### src/rtl/ispm_way_cfg_ctrl_pkg.sv
// Shared types and helpers for the I-SPM way configuration controller.
package ispm_way_cfg_ctrl_pkg;

    // Controller phases: wait for a request, drain fetch, scrub lines, publish.
    typedef enum logic [1:0] {
        IDLE  = 2'd0,
        DRAIN = 2'd1,
        SCRUB = 2'd2,
        DONE  = 2'd3
    } ispm_cfg_state_t;

    // Default raw way-memory word width (tag + line).
    localparam int unsigned DEF_MEMORY_WIDTH = 173;

    // Byte-enable width of a way-memory word of w bits.
    function automatic int unsigned be_width(input int unsigned w);
        return (w + 7) / 8;
    endfunction

endpackage

### src/rtl/ispm_way_cfg_ctrl_if.sv
// Bus bundle of the way configuration controller: the configuration handshake,
// the fetch drain handshake, the scrub write port and a state debug tap.
interface ispm_way_cfg_ctrl_if
    import ispm_way_cfg_ctrl_pkg::*;
#(
    parameter int unsigned NR_WAYS      = 4,
    parameter int unsigned NR_LINES     = 256,
    parameter int unsigned MEMORY_WIDTH = DEF_MEMORY_WIDTH,
    parameter int unsigned LINE_ADDR_W  = $clog2(NR_LINES)
);
    localparam int unsigned BE_W = be_width(MEMORY_WIDTH);

    // Handshakes: a configuration transfers in a cycle where cfg_valid_i and
    // cfg_ready_o are both high; the requester holds cfg_valid_i/cfg_ways_i
    // stable until then. A scrub write to way i completes in a cycle where
    // mem_req_o[i] and mem_gnt_i[i] are both high; un-granted requests persist.
    logic                    cfg_valid_i;
    logic [NR_WAYS-1:0]      cfg_ways_i;
    logic                    cfg_ready_o;
    logic [NR_WAYS-1:0]      active_ways_o;
    logic                    busy_o;
    logic                    done_o;
    logic                    flush_req_o;
    logic                    flush_ack_i;
    logic [NR_WAYS-1:0]      mem_req_o;
    logic [NR_WAYS-1:0]      mem_gnt_i;
    logic [LINE_ADDR_W-1:0]  mem_addr_o;
    logic                    mem_we_o;
    logic [MEMORY_WIDTH-1:0] mem_wdata_o;
    logic [BE_W-1:0]         mem_be_o;
    logic [1:0]              dbg_state_o;

    // Controller side.
    modport slave (
        input  cfg_valid_i, cfg_ways_i, flush_ack_i, mem_gnt_i,
        output cfg_ready_o, active_ways_o, busy_o, done_o, flush_req_o,
               mem_req_o, mem_addr_o, mem_we_o, mem_wdata_o, mem_be_o,
               dbg_state_o
    );

    // Requester / memory side.
    modport master (
        output cfg_valid_i, cfg_ways_i, flush_ack_i, mem_gnt_i,
        input  cfg_ready_o, active_ways_o, busy_o, done_o, flush_req_o,
               mem_req_o, mem_addr_o, mem_we_o, mem_wdata_o, mem_be_o,
               dbg_state_o
    );

endinterface

### src/rtl/ispm_way_cfg_ctrl.sv
// Switches I-cache ways between cache and SPM mode: drains the fetch path,
// zero-scrubs every line of each way changing mode, then publishes the mask.
module ispm_way_cfg_ctrl
    import ispm_way_cfg_ctrl_pkg::*;
#(
    parameter int unsigned NR_WAYS      = 4,
    parameter int unsigned NR_LINES     = 256,
    parameter int unsigned MEMORY_WIDTH = DEF_MEMORY_WIDTH,
    parameter int unsigned LINE_ADDR_W  = $clog2(NR_LINES)
) (
    input  logic                clk_i,
    input  logic                rst_ni,
    ispm_way_cfg_ctrl_if.slave  bus
);

    localparam logic [1:0] ST_IDLE  = IDLE;
    localparam logic [1:0] ST_DRAIN = DRAIN;
    localparam logic [1:0] ST_SCRUB = SCRUB;
    localparam logic [1:0] ST_DONE  = DONE;

    localparam logic [LINE_ADDR_W-1:0] LAST_LINE = LINE_ADDR_W'(NR_LINES - 1);

    logic [1:0]             r_state;
    logic [NR_WAYS-1:0]     r_tgt;
    logic [NR_WAYS-1:0]     r_chg;
    logic [NR_WAYS-1:0]     r_pend;
    logic [NR_WAYS-1:0]     r_active;
    logic [LINE_ADDR_W-1:0] r_line;

    logic [NR_WAYS-1:0]     w_chg;
    logic [NR_WAYS-1:0]     w_pend_d;
    logic                   w_last_line;
    logic [NR_WAYS-1:0]     w_mem_req;

    // Ways whose mode flips, remaining writes of the current line, last-line flag.
    always_comb begin
        w_chg       = bus.cfg_ways_i ^ r_active;
        w_pend_d    = r_pend & ~bus.mem_gnt_i;
        w_last_line = (r_line == LAST_LINE);
        w_mem_req   = (r_state == ST_SCRUB) ? r_pend : '0;
    end

    // Sequencer: state, masks and the line counter (terminal compare precedes increment).
    always_ff @(posedge clk_i or negedge rst_ni) begin
        if (!rst_ni) begin
            r_state  <= ST_IDLE;
            r_tgt    <= '0;
            r_chg    <= '0;
            r_pend   <= '0;
            r_active <= '0;
            r_line   <= '0;
        end else begin
            case (r_state)
                ST_IDLE: begin
                    if (bus.cfg_valid_i) begin
                        r_tgt <= bus.cfg_ways_i;
                        r_chg <= w_chg;
                        if (w_chg == '0) begin
                            r_active <= bus.cfg_ways_i;
                            r_state  <= ST_DONE;
                        end else begin
                            // Changing ways leave service before anything touches them.
                            r_active <= r_active & ~w_chg;
                            r_state  <= ST_DRAIN;
                        end
                    end
                end
                ST_DRAIN: begin
                    if (bus.flush_ack_i) begin
                        r_line  <= '0;
                        r_pend  <= r_chg;
                        r_state <= ST_SCRUB;
                    end
                end
                ST_SCRUB: begin
                    if (w_pend_d == '0) begin
                        if (w_last_line) begin
                            r_active <= r_tgt;
                            r_line   <= '0;
                            r_pend   <= '0;
                            r_state  <= ST_DONE;
                        end else begin
                            r_line <= r_line + 1'b1;
                            r_pend <= r_chg;
                        end
                    end else begin
                        // Hold the line and retry only the ways not yet granted.
                        r_pend <= w_pend_d;
                    end
                end
                ST_DONE: begin
                    r_state <= ST_IDLE;
                end
                default: begin
                    r_state <= ST_IDLE;
                end
            endcase
        end
    end

    // Outputs decoded from state; scrub writes are always full-width zeros.
    always_comb begin
        bus.cfg_ready_o   = (r_state == ST_IDLE);
        bus.busy_o        = (r_state == ST_DRAIN) || (r_state == ST_SCRUB);
        bus.flush_req_o   = (r_state == ST_DRAIN) || (r_state == ST_SCRUB);
        bus.done_o        = (r_state == ST_DONE);
        bus.active_ways_o = r_active;
        bus.mem_req_o     = w_mem_req;
        bus.mem_addr_o    = r_line;
        bus.mem_we_o      = |w_mem_req;
        bus.mem_wdata_o   = '0;
        bus.mem_be_o      = '1;
        bus.dbg_state_o   = r_state;
    end

endmodule

### src/flat_wrapper.sv
// flat-port wrapper written by rule: the top's interface ports become plain ports
module ispm_way_cfg_ctrl_flat import ispm_way_cfg_ctrl_pkg::*;
#(
    parameter int unsigned NR_WAYS      = 4,
    parameter int unsigned NR_LINES     = 256,
    parameter int unsigned MEMORY_WIDTH = DEF_MEMORY_WIDTH,
    parameter int unsigned LINE_ADDR_W  = $clog2(NR_LINES)
)
  (clk_i, rst_ni, bus_cfg_valid_i, bus_cfg_ways_i, bus_flush_ack_i, bus_mem_gnt_i, bus_cfg_ready_o, bus_active_ways_o, bus_busy_o, bus_done_o, bus_flush_req_o, bus_mem_req_o, bus_mem_addr_o, bus_mem_we_o, bus_mem_wdata_o, bus_mem_be_o, bus_dbg_state_o);
  ispm_way_cfg_ctrl_if #(.NR_WAYS(NR_WAYS), .NR_LINES(NR_LINES), .MEMORY_WIDTH(MEMORY_WIDTH), .LINE_ADDR_W(LINE_ADDR_W)) bus_i ();
  input  logic clk_i;
  input  logic rst_ni;
  input wire logic [$bits(bus_i.cfg_valid_i)-1:0] bus_cfg_valid_i;
  input wire logic [$bits(bus_i.cfg_ways_i)-1:0] bus_cfg_ways_i;
  input wire logic [$bits(bus_i.flush_ack_i)-1:0] bus_flush_ack_i;
  input wire logic [$bits(bus_i.mem_gnt_i)-1:0] bus_mem_gnt_i;
  output wire logic [$bits(bus_i.cfg_ready_o)-1:0] bus_cfg_ready_o;
  output wire logic [$bits(bus_i.active_ways_o)-1:0] bus_active_ways_o;
  output wire logic [$bits(bus_i.busy_o)-1:0] bus_busy_o;
  output wire logic [$bits(bus_i.done_o)-1:0] bus_done_o;
  output wire logic [$bits(bus_i.flush_req_o)-1:0] bus_flush_req_o;
  output wire logic [$bits(bus_i.mem_req_o)-1:0] bus_mem_req_o;
  output wire logic [$bits(bus_i.mem_addr_o)-1:0] bus_mem_addr_o;
  output wire logic [$bits(bus_i.mem_we_o)-1:0] bus_mem_we_o;
  output wire logic [$bits(bus_i.mem_wdata_o)-1:0] bus_mem_wdata_o;
  output wire logic [$bits(bus_i.mem_be_o)-1:0] bus_mem_be_o;
  output wire logic [$bits(bus_i.dbg_state_o)-1:0] bus_dbg_state_o;
  assign bus_i.cfg_valid_i = bus_cfg_valid_i;
  assign bus_i.cfg_ways_i = bus_cfg_ways_i;
  assign bus_i.flush_ack_i = bus_flush_ack_i;
  assign bus_i.mem_gnt_i = bus_mem_gnt_i;
  assign bus_cfg_ready_o = bus_i.cfg_ready_o;
  assign bus_active_ways_o = bus_i.active_ways_o;
  assign bus_busy_o = bus_i.busy_o;
  assign bus_done_o = bus_i.done_o;
  assign bus_flush_req_o = bus_i.flush_req_o;
  assign bus_mem_req_o = bus_i.mem_req_o;
  assign bus_mem_addr_o = bus_i.mem_addr_o;
  assign bus_mem_we_o = bus_i.mem_we_o;
  assign bus_mem_wdata_o = bus_i.mem_wdata_o;
  assign bus_mem_be_o = bus_i.mem_be_o;
  assign bus_dbg_state_o = bus_i.dbg_state_o;
  ispm_way_cfg_ctrl #(.NR_WAYS(NR_WAYS), .NR_LINES(NR_LINES), .MEMORY_WIDTH(MEMORY_WIDTH), .LINE_ADDR_W(LINE_ADDR_W)) u_core (.clk_i(clk_i), .rst_ni(rst_ni), .bus(bus_i));
endmodule
### config.mk
export PLATFORM = sky130hd
export DESIGN_NAME = ispm_way_cfg_ctrl_flat
export DESIGN_NICKNAME = d
export VERILOG_FILES = /design/src/rtl/ispm_way_cfg_ctrl_pkg.sv /design/src/rtl/ispm_way_cfg_ctrl_if.sv /design/src/rtl/ispm_way_cfg_ctrl.sv /design/src/flat_wrapper.sv
export SDC_FILE = /design/constraint.sdc
export NUM_CORES = 1
export LEC_CHECK = 0
export BUFFER_PORTS_ARGS = -buffer_cell sky130_fd_sc_hd__buf_2
export CORE_AREA = 2 2 93 95
export CTS_CLUSTER_SIZE = 10
export DETAILED_ROUTE_END_ITERATION = 8
export DIE_AREA = 0 0 95 97
export PLACE_DENSITY_LB_ADDON = 0.1
export SLEW_MARGIN = 10
export SYNTH_ARGS = -nofsm -noshare
export SYNTH_HDL_FRONTEND = slang
export SYNTH_SLANG_ARGS = --single-unit
### constraint.sdc
create_clock -name clk_i -period 1.7 [get_ports clk_i]
set_input_delay 0.17 -clock clk_i [delete_from_list [all_inputs] [get_ports clk_i]]
set_output_delay 0.17 -clock clk_i [all_outputs]
set_load 0.1 [all_outputs]
# [Yosys cells after proc, flatten, opt, wreduce, memory -nomap -nowiden]
# Cells that the tools add are included.
[totals] register_bits=26 wordCells=52
[op_classes] n_addsub=1 eq_ne=8 mux=20 bitwise_logic=5 reduce_logical=12
[ops] op="4-bit two-way mux" n=8
[ops] op="8-bit two-way mux" n=3
[ops] op="4-bit one-hot mux with 2 select lines" n=2
[ops] op="8-bit one-hot mux with 2 select lines" n=1
[ops] op="2-bit two-way mux" n=5
[ops] op="8-bit by 1-bit adder with 8-bit output, second input constant" n=1
[ops] op="4-bit AND" n=2
[ops] op="8-bit == test, second input constant" n=1
[ops] op="4-bit zero test" n=2
[ops] op="4-bit inverter" n=2
[ops] op="2-bit one-hot mux with 4 select lines" n=1
[ops] op="4-bit AND reduction" n=2
[ops] op="2-bit == test, second input constant" n=2
[ops] op="2-bit by 1-bit != test with 1-bit output, second input constant" n=2
[ops] op="2-bit != test, second input constant" n=2
[ops] op="2-bit AND reduction" n=2
[ops] op="2-bit nonzero test" n=2
[ops] op="4-bit OR reduction" n=1
[ops] op="4-bit XOR" n=1
[ops] op="3-bit AND reduction" n=1
[ops] op="2-bit by 1-bit == test with 1-bit output, second input constant" n=1
[ops] op="2-bit zero test" n=1
[ops] op="1-bit logical OR" n=1

# [Logic depth before layout (Yosys ltp)]
# Gate-level depths: netlist of run 1.
[depth] word_depth=6 depth_mapped=7

# [Worst setup path after synthesis of run 1]
# Ideal clock, no wire load.
[synth_timing] kind="flip-flop to output port" start="register u_core.r_state[1], in the netlist u_core.bus.dbg_state_o[1]" end="output bus_mem_we_o" arrival_time_ns=3.240 required_ns=1.530 slack_ns=-1.710 stages_incl_launch_ff=5 n_path_buf=1 path_cell_list="dfrtp_1 ha_1 clkbuf_1 and2_1 or4_1"
[synth_between] elab_chain_len=3
[synth_lines] element="start, declared" line_no="ispm_way_cfg_ctrl.sv:23" text="logic [1:0] r_state;"
[synth_lines] element="start signal, assigned" line_no="ispm_way_cfg_ctrl.sv:46" text="r_state <= ST_IDLE;"
[synth_lines] element="start signal, assigned" line_no="ispm_way_cfg_ctrl.sv:60" text="r_state <= ST_DONE;"
[synth_lines] element="start signal, assigned" line_no="ispm_way_cfg_ctrl.sv:64" text="r_state <= ST_DRAIN;"
[synth_lines] element="2-bit == test" line_no="ispm_way_cfg_ctrl.sv:40" text="w_mem_req = (r_state == ST_SCRUB) ? r_pend : '0;"
[synth_lines] element="4-bit two-way mux" line_no="ispm_way_cfg_ctrl.sv:40"
[synth_lines] element="via bus_mem_req_o[1]" line_no="flat_wrapper.sv:22" text="output wire logic [$bits(bus_i.mem_req_o)-1:0] bus_mem_req_o;"
[synth_lines] element="4-bit OR reduction" line_no="ispm_way_cfg_ctrl.sv:110" text="bus.mem_we_o = |w_mem_req;"
[synth_lines] element="end, declared" line_no="flat_wrapper.sv:24" text="output wire logic [$bits(bus_i.mem_we_o)-1:0] bus_mem_we_o;"
# The timed path passes the listed nets, and every way through them passes these cells.

# [Final worst setup path of run 1]
[layout_timing] start="register u_core.r_state[1], in the netlist u_core.bus.dbg_state_o[1]" end="output bus_mem_we_o"
[layout_between] elab_chain_len=3
[layout_lines] element="2-bit == test" line_no="ispm_way_cfg_ctrl.sv:40"
[layout_lines] element="4-bit two-way mux" line_no="ispm_way_cfg_ctrl.sv:40"
[layout_lines] element="4-bit OR reduction" line_no="ispm_way_cfg_ctrl.sv:110"
# No other way between the ends.

==> flow_summary_export.csv, run 1 <==
group,metric,value,unit
setup_path,path_buf_inv,1,
floorplan,placementRows,33,
placed_design,dpl.hpwl,4.26,mm
placed_design,dp_slack,-0.0928,ns
outcome,violations,"setup timing",
setup_path,worstSetupPathType,"flip-flop to output pin",
setup_path,worstPathArrival,1.82,ns
sta,hold_viol,0,
setup_path,cp.required,1.53,ns
floorplan,ioPinCount,230,
floorplan,chipHeight,97,um
cells_and_area,nNetsFinal,438,
floorplan,core_area,0.00813,mm^2
setup_path,worst_setup_path_end_kind,"output pin",
placed_design,place.gp.congestion,0.772,
clock_network,cts.path.max_buffers,2,
setup_path,start_kind,"flip-flop",
drt,wl_per_cell,9.94,um
grt,grt-ovfl-total,0,
sta,relSlewSlack,0.585,
grt,grt_pass1_wl,7.59,mm
placed_design,io_buffers,34,
drt,wl,5.17,mm
placed_design,dp.cells,506,
sta,slew_violations,0,
synthesis,syn_avg_cell_area,8.72,um^2
synthesis,async_reset_ff_frac,1.00,
synthesis,synthDistinctLibCells,34,
synthesis,netlist_instances,341,
drt,vias_per_cell,3.59,
sta,timing.final.crit_share,1.17,
clock_network,cts_tree,"yes",
setup_path,crit_family,"simple AND/OR/NAND/NOR gates",
drt,drtAntennaViolNets,0,
sta,layout_setup_ws,-0.292,ns
cells_and_area,final_cell_mix,"conb_1, buf_4, buf_2",
sta,setup_viol,21,
floorplan,dieWidth,95,um
drt,firstDrtPassIters,4,
sta,tightest_slew,0.622,ns
clock_network,insertion_delay,0.27,ns
clock_network,clkSinkCount,26,
drt,vias,1866,
floorplan,start_util,0.365,
grt,grt_max_degree,27,
setup_path,crit_path_cell_trace,"ha_4, and2_4, or4_4, buf_12",
setup_path,timing.critical_path.slowest_cell_delay,0.54,ns
cells_and_area,postLayoutCoreUtil,0.409,
clock_network,htreeDepth,1,
setup_path,crit_path_max_fanout,7,
clock_network,cts-root-buf,"clkbuf_8",
clock_network,cts_buffers,3,
grt,grt_pass1_vias,1521,
sta,skew,0.00244,ns
grt,track_usage,0.102,
sta,grt_setup_unrepaired,"true",
cells_and_area,n_antenna_cell,0,
synthesis,synth_edf_count,0,
synthesis,synthFlopType,"dfrtp_1",
synthesis,yosysSeqAreaShare,0.219,
cells_and_area,area_growth,12.0,%
cells_and_area,drive_above_1_share,0.328,
floorplan,dieArea,0.00922,mm^2
clock_network,clkTransAtPathRegs,0.09,ns
drt,drt-initial-drc-count,34,
drt,drc,0,
sta,clock.fmax,502,MHz
cells_and_area,final_cell_count_no_fill,520,
setup_path,slowest_stage,"or4_4",
run,max_cap_viol_count,0,
synthesis,ys_ff_latch,26,
synthesis,synth_warnings,0,
synthesis,syn_area,0.00297,mm^2
sta,period_needed,1.99,ns
worst_hold_path,hold_path_class,"primary input to flip-flop",
outcome,status,"finished, violations left",
sta,fin_setup_tns,-1.77,ns
grt,antenna_found_initial,0,
cells_and_area,layout_commonest_cell,"conb_1",
synthesized netlist by cell type, types with 4 or more instances:
library cell,n,area share
buf_4,196,0.49
dfrtp_1,26,0.22
ha_1,10,0.042
mux2_2,9,0.034
nand2_1,9,0.011
nor2_1,9,0.011
o22ai_1,8,0.017
a21oi_1,7,0.012
inv_1,7,0.0088
nand3_1,7,0.012
and2_1,6,0.013
a22o_1,5,0.015
o21ai_0,5,0.0084
mux2i_1,4,0.013
path summary, 6_finish.rpt:
| path | startpoint | endpoint | slack [ns] | cells after the start |
|---|---|---|---|---|
| setup / recovery | u_core.bus.dbg_state_o[1]$_DFFE_PN0P_ | bus_mem_we_o | -0.29 | 4 |
| hold / removal | bus_cfg_ways_i[2] | u_core.r_tgt[2]$_DFFE_PN0P_ | 0.15 | 2 |
| setup reg to reg | u_core.bus.dbg_state_o[1]$_DFFE_PN0P_ | u_core.bus.mem_addr_o[6]$_DFFE_PN0P_ | -0.17 | 8 |
| hold reg to reg | u_core.r_tgt[0]$_DFFE_PN0P_ | u_core.r_tgt[0]$_DFFE_PN0P_ | 0.52 | 1 |
| max in group asynchronous | rst_ni | u_core.bus.dbg_state_o[1]$_DFFE_PN0P_ | 0.80 | 2 |
| min in group asynchronous | rst_ni | u_core.r_tgt[1]$_DFFE_PN0P_ | 0.43 | 2 |
state kept, by name (all words and copies together) (netlist names):
name	flops
u_core.bus.active_ways_o	4
u_core.bus.dbg_state_o	2
u_core.bus.mem_addr_o	8
u_core.r_chg	4
u_core.r_pend	4
u_core.r_tgt	4
layer usage:
| layer | up-vias | routed length (um) | track usage |
|---|---|---|---|
| li1 | 888 | - | - |
| met1 | 874 | 1960 | 0.126 |
| met2 | 104 | 2830 | 0.187 |
| met3 | 0 | 374 | 0.0218 |
| met4 | 0 | 0 | 0.00669 |
| met5 | - | 0 | 0 |
per-stage QoR:
stage	area [um^2]	hold WS, ns
after floorplan	3770	-0.126
after global placement	2920	0.230
after detailed placement	2920	0.225
after CTS	3030	0.136
after global routing	3330	0.133
final	3330	0.146
kinds of logic (layout without fill, tap and decap cells):
group | count (synthesis) | after routing | synth area share
AO/OA/AOI/OAI | 35 | 35 | 0.0838
XOR/XNOR | 3 | 3 | 0.00884
adder cells (fa/ha/maj) | 10 | 10 | 0.0421
buffers and inverters | 206 | 87 | 0.508
flip-flops | 26 | 26 | 0.219
multiplexers | 13 | 13 | 0.0476
other | 2 | 195 | 0.00253
AND/OR/NAND/NOR | 46 | 46 | 0.0888
layout make-up:
| type | instances | area, um^2 |
|---|---|---|
| clock buffer | 3 | 41.3 |
| clock inverter | 1 | 30.0 |
| fill | 815 | 4810 |
| inverter | 7 | 31.3 |
| multi-input combinational | 302 | 1750 |
| sequential | 26 | 668 |
| tap | 105 | 131 |
| timing repair buffer | 76 | 672 |
repair_timing:
action / in CTS / in global routing
gates resized for setup: 9 / 50
pin swaps: 1 / 17
endpoints found under the hold margin: 26 / 0
gates cloned: 0 / 0
setup endpoints to repair: 7 / 30
setup buffers: 1 / 9
hold buffers: 1 / 0
Power of run 1 is left out: the tool's default activity adds up to more than one toggle a clock period on the data nets, which glitch-free logic cannot reach.
==> inputs of run 2 (changes only) <==
TNS_END_PERCENT = 50   (was not set)
==> run 2 against run 1 <==
  * Worst setup slack gained 0.010 ns
  * Sequential share of layout area grew 0.87 points
  * Flip-flop and latch count is the same
  * Hold slack lost 0.013 ns
  * Utilization shrank 2.0 points
  * The flow still finishes with violations (setup timing)
  * Maximum frequency grew 0.51%
  * Global-route usage grew 0.29 points
  * Final cell count grew 0.19%
  * Wire length grew 1.5%
  * First-iteration DRC count grew 56%
  * Via count shrank 0.11%
==> flow_summary_export.csv, run 2 (synthesis gave the netlist of run 1 again) <==
group,metric,value,unit
outcome,status,"finished, violations left",
outcome,violations,"setup timing",
run,max_cap_viol_count,0,
drt,drtAntennaViolNets,0,
drt,vias_per_cell,3.58,
grt,grt_pass1_wl,7.73,mm
grt,grt_pass1_vias,1569,
placed_design,io_buffers,34,
sta,slew_violations,0,
cells_and_area,postLayoutCoreUtil,0.389,
cells_and_area,final_cell_count_no_fill,521,
cells_and_area,nNetsFinal,439,
cells_and_area,area_growth,6.52,%
sta,timing.final.crit_share,1.17,
clock_network,cts_buffers,3,
placed_design,dp.cells,508,
grt,grt-ovfl-total,0,
drt,wl_per_cell,10.1,um
clock_network,cts.path.max_buffers,2,
setup_path,worst_setup_path_end_kind,"output pin",
sta,setup_viol,10,
floorplan,start_util,0.365,
sta,skew,0.00656,ns
setup_path,cp.required,1.53,ns
sta,hold_viol,0,
sta,fin_setup_tns,-0.409,ns
grt,antenna_found_initial,0,
floorplan,dieWidth,95,um
sta,layout_setup_ws,-0.282,ns
floorplan,ioPinCount,230,
sta,grt_setup_unrepaired,"true",
clock_network,cts_tree,"yes",
placed_design,place.gp.congestion,0.779,
setup_path,rrSetupSlack,-0.04,ns
placed_design,dpl.hpwl,4.29,mm
setup_path,worstSetupPathType,"flip-flop to output pin",
floorplan,placementRows,33,
cells_and_area,final_cell_mix,"conb_1, buf_4, buf_2",
clock_network,clkTransAtPathRegs,0.10,ns
floorplan,chipHeight,97,um
worst_hold_path,hold_path_class,"primary input to flip-flop",
sta,clock.fmax,504,MHz
setup_path,start_kind,"flip-flop",
drt,firstDrtPassIters,4,
sta,period_needed,1.98,ns
drt,drc,0,
cells_and_area,drive_above_1_share,0.293,
drt,vias,1864,
sta,relSlewSlack,0.574,
floorplan,dieArea,0.00922,mm^2
clock_network,cts-root-buf,"clkbuf_8",
setup_path,worstPathArrival,1.81,ns
grt,track_usage,0.105,
cells_and_area,largest_reg_flops,8,
clock_network,htreeDepth,1,
drt,drt-initial-drc-count,53,
drt,wl,5.25,mm
cells_and_area,layout_commonest_cell,"conb_1",
cells_and_area,n_antenna_cell,0,
setup_path,crit_path_max_fanout,5,
floorplan,core_area,0.00813,mm^2
cells_and_area,fill_cells,837,
sta,tightest_slew,0.638,ns
clock_network,clkSinkCount,26,
clock_network,insertion_delay,0.28,ns
grt,grt_max_degree,27,
[run 2: changes by cell type in the layout (fill, tap and decap cells not counted), sizes merged]
cell	before	now
clkbuf	3	4
buf	75	76
bufinv	1	0
[run 2: layout make-up]
class	count	area, um^2	share of cell area
tap	105	131	0.0415
timing repair buffer	77	637	0.201
clock buffer	4	55.1	0.0174
sequential	26	663	0.209
inverter	7	31.3	0.00988
multi-input combinational	302	1650	0.521
[run 2: worst max-delay path, stage by stage, from the launching register on]
cell and delay, ns:
dfrtp_4 0.50, ha_4 0.18, and2_4 0.13, or4_4 0.54, buf_12 0.18
[run 2: metal layers]
layer	track usage	wire, um	vias to the layer above
met2	0.181	2780	110
met1	0.137	2060	868
met3	0.0148	374	5
met5	0	0	-
li1	-	-	881
met4	0.0234	37	0
[run 2: what timing repair did]
action | in CTS | in global routing
hold endpoints to repair | 26 | 0
pin swaps | 6 | 6
hold buffers | 1 | 0
resized for setup | 18 | 10
setup buffers | 8 | 0
gates cloned | 0 | 0
endpoints found under the setup margin | 10 | 26
[run 2: path summary, 6_finish.rpt]
path / startpoint / endpoint / depth (start not counted)
setup / recovery: u_core.bus.dbg_state_o[1]$_DFFE_PN0P_ / bus_mem_we_o / 4
hold / removal: bus_cfg_ways_i[1] / u_core.r_tgt[1]$_DFFE_PN0P_ / 2
setup reg to reg: u_core.bus.dbg_state_o[0]$_DFFE_PN0P_ / u_core.bus.mem_addr_o[6]$_DFFE_PN0P_ / 6
hold reg to reg: u_core.r_chg[3]$_DFFE_PN0P_ / u_core.r_pend[3]$_DFFE_PN0P_ / 1
max in group asynchronous: rst_ni / u_core.bus.dbg_state_o[1]$_DFFE_PN0P_ / 2
min in group asynchronous: rst_ni / u_core.r_tgt[0]$_DFFE_PN0P_ / 2
[run 2: stage by stage]
step / setup slack (ns) / cell area, um^2 / hold slack (ns)
after floorplan: -0.469 / 3770 / -0.126
after global placement: -0.0782 / 2930 / 0.234
after detailed placement: -0.0892 / 2930 / 0.238
after CTS: -0.306 / 3130 / 0.126
after global routing: -0.324 / 3170 / 0.128
final: -0.282 / 3170 / 0.133
Power of run 2 is left out for the same reason.
==> inputs of run 3 (changes only) <==
ABC_AREA = 1   (was not set)
CORE_AREA = 2 2 111 113   (was 2 2 93 95)
DIE_AREA = 0 0 113 115   (was 0 0 95 97)
==> run 3 against run 2 <==
  * The flow finishes with violations (DRC)
  * Area after synthesis rose by 4.3%
  * Hold slack better by 0.024 ns
  * Global-route usage decreased by 2.5 points
  * Wire length is 8.3% higher
  * Sequential share of layout area increased by 0.40 points
  * Register-to-register slack better by 0.13 ns
  * Critical path type unchanged
  * Largest cell class unchanged
==> flow_summary_export.csv, run 3 <==
group,metric,value,unit
outcome,status,"finished, violations left",
outcome,violations,"DRC",
setup_path,start_kind,"flip-flop",
sta,whs,0.157,ns
synthesis,synth_warnings,0,
cells_and_area,fill_cells,1333,
floorplan,dieArea,0.0130,mm^2
sta,tightest_slew,0.657,ns
sta,period_needed,1.66,ns
sta,skew,0.00499,ns
clock_network,clkTransAtPathRegs,0.07,ns
sta,relSlewSlack,0.562,
floorplan,ioPinCount,230,
setup_path,cp.required,1.53,ns
synthesis,netlist_instances,403,
cells_and_area,largest_reg_flops,8,
drt,drc,19,
sta,grt_setup_unrepaired,"true",
setup_path,worst_setup_path_end_kind,"output pin",
cells_and_area,nNetsFinal,475,
clock_network,insertion_delay,0.26,ns
grt,track_usage,0.0795,
sta,layout_setup_ws,0.0363,ns
grt,grt_pass1_wl,8.44,mm
synthesis,yosysMostFrequentCell,"buf_4",
setup_path,worstSetupPathType,"flip-flop to output pin",
grt,use_met3,0.0127,
synthesis,async_reset_ff_frac,1.00,
grt,antenna_found_initial,0,
synthesis,synthDistinctLibCells,26,
clock_network,cts_buffers,3,
sta,hold_viol,0,
clock_network,cts.path.max_buffers,2,
setup_path,crit_path_max_fanout,6,
cells_and_area,multi_input_area,0.00165,mm^2
drt,vias_per_cell,3.24,
setup_path,worstPathArrival,1.49,ns
cells_and_area,final_cell_count_no_fill,599,
power_and_ir_drop,max-vdd-ir-drop,2220,uV
power_and_ir_drop,finalPower,6.84,mW
setup_path,rrSetupSlack,0.09,ns
placed_design,place.gp.congestion,0.716,
sta,clock.fmax,601,MHz
drt,drt-initial-drc-count,86,
worst_hold_path,hold_path_class,"primary input to flip-flop",
cells_and_area,postLayoutCoreUtil,0.264,
placed_design,io_buffers,34,
floorplan,core_area,0.0118,mm^2
floorplan,dieWidth,113,um
grt,grt_max_degree,27,
power_and_ir_drop,powerDensity,2190,mW/mm^2
grt,grt_pass1_vias,1651,
cells_and_area,final_cell_mix,"conb_1, nand2_1, buf_2",
floorplan,placementRows,40,
drt,vias,1942,
cells_and_area,drive_above_1_share,0.219,
synthesis,yosysTopAreaCell,"buf_4",
placed_design,dp_slack,0.0899,ns
synthesis,yosysTopAreaCellShare,0.475,
cells_and_area,layout_commonest_cell,"conb_1",
cells_and_area,area_growth,0.646,%
drt,wl_per_cell,9.49,um
synthesis,ys_top_cells_by_area,"buf_4, dfrtp_1, nand2_1, ha_1, nor2_1",
clock_network,cts-root-buf,"clkbuf_16",
synthesis,synthFlopType,"dfrtp_1",
placed_design,dpl.hpwl,4.58,mm
cells_and_area,ff_latch_area,666,um^2
drt,firstDrtPassIters,6,
synthesis,syn_area,0.00310,mm^2
clock_network,cts_tree,"yes",
synthesis,syn_avg_cell_area,7.69,um^2
cells_and_area,n_antenna_cell,0,
clock_network,clkSinkCount,26,
drt,wl,5.68,mm
power_and_ir_drop,leakage,1.81,nW
synthesis,ys_ff_latch,26,
clock_network,htreeDepth,1,
synthesis,synthTopCellsByCount,"buf_4, nand2_1, dfrtp_1, nor2_1, inv_1",
placed_design,dp.cells,584,
floorplan,start_util,0.262,
grt,met1_usage,0.106,
sta,timing.final.crit_share,0.979,
synthesis,synth_edf_count,0,
sta,setup_viol,0,
grt,grt.busiest_layer,"met2",
floorplan,chipHeight,115,um
sta,slew_violations,0,
synthesis,yosysSeqAreaShare,0.210,
drt,drtAntennaViolNets,0,
grt,grt_util_met2,0.138,
grt,grt-ovfl-total,0,
run,max_cap_viol_count,0,
-- run 3: cell count changes after synthesis, moves of 4 or more --
| cell | before | now |
|---|---|---|
| a22o_1 | 5 | 0 |
| mux2i_1 | 4 | 0 |
| and2_1 | 6 | 0 |
| nand3_1 | 7 | 18 |
| o22ai_1 | 8 | 0 |
| nor2_1 | 9 | 26 |
| o21ai_1 | 2 | 6 |
| nand2_1 | 9 | 59 |
| inv_1 | 7 | 20 |
-- run 3: repair_timing --
action	CTS	global route
resized for setup	3	12
hold endpoints to repair	26	0
pin swaps	1	3
buffers inserted	5	5
hold buffers	1	0
endpoints found under the setup margin	5	13
cloned	0	1
-- run 3: path summary, 6_finish.rpt --
kind / from / end / cells past startpoint
max: u_core.bus.dbg_state_o[1]$_DFFE_PN0P_ / bus_mem_we_o / 5
min: bus_cfg_ways_i[3] / u_core.r_tgt[3]$_DFFE_PN0P_ / 2
max reg2reg: u_core.bus.dbg_state_o[0]$_DFFE_PN0P_ / u_core.bus.active_ways_o[2]$_DFFE_PN0P_ / 8
min reg2reg: u_core.r_chg[2]$_DFFE_PN0P_ / u_core.r_chg[2]$_DFFE_PN0P_ / 2
max in group asynchronous: rst_ni / u_core.bus.dbg_state_o[1]$_DFFE_PN0P_ / 2
min in group asynchronous: rst_ni / u_core.bus.active_ways_o[0]$_DFFE_PN0P_ / 2
-- run 3: worst max-delay path, cell delays in order (launching register included) --
cell	delay (ns)
dfrtp_4	0.50
ha_4	0.18
buf_8	0.13
nand2_2	0.06
nand4_1	0.15
buf_12	0.20
-- run 3: report_power, final --
part	internal [mW]	total, mW	switching [mW]	leakage, nW
logic	1.15	5.25	4.10	1.45
clock network	0.361	0.601	0.240	0.0442
registers	0.837	0.985	0.148	0.319
-- run 3: cell families (layout without fill, tap and decap cells) --
group,after synthesis,count (layout),synth area share
AO/OA/AOI/OAI,17,17,0.0359
XOR/XNOR,2,2,0.00565
adder cells (fa/ha/maj),10,10,0.0404
buffers and inverters,223,78,0.512
flip-flops,26,26,0.210
multiplexers,6,6,0.0218
other,2,195,0.00242
AND/OR/NAND/NOR,117,118,0.172
-- run 3: metrics by stage --
step | cell area [um^2] | setup TNS, ns
final | 3120 | 0
after global routing | 3120 | -0.00843
after CTS | 3040 | 0
after detailed placement | 2890 | 0
after global placement | 2890 | 0
after floorplan | 3870 | -6.73
-- run 3: cell type report --
class | count | share of cell area
Multi-Input combinational cell | 348 | 0.530
Sequential cell | 26 | 0.213
Timing Repair Buffer | 51 | 0.141
Tap cell | 147 | 0.0590
Clock buffer | 4 | 0.0285
Inverter | 23 | 0.0285
-- run 3: metal layers --
layer / part of all wire / vias to the layer above
li1: - / 950
met5: 0 / -
met1: 0.43 / 879
met3: 0.072 / 0
met4: 0 / 0
met2: 0.50 / 113
Note: power is estimated with default switching activity, not from simulation.
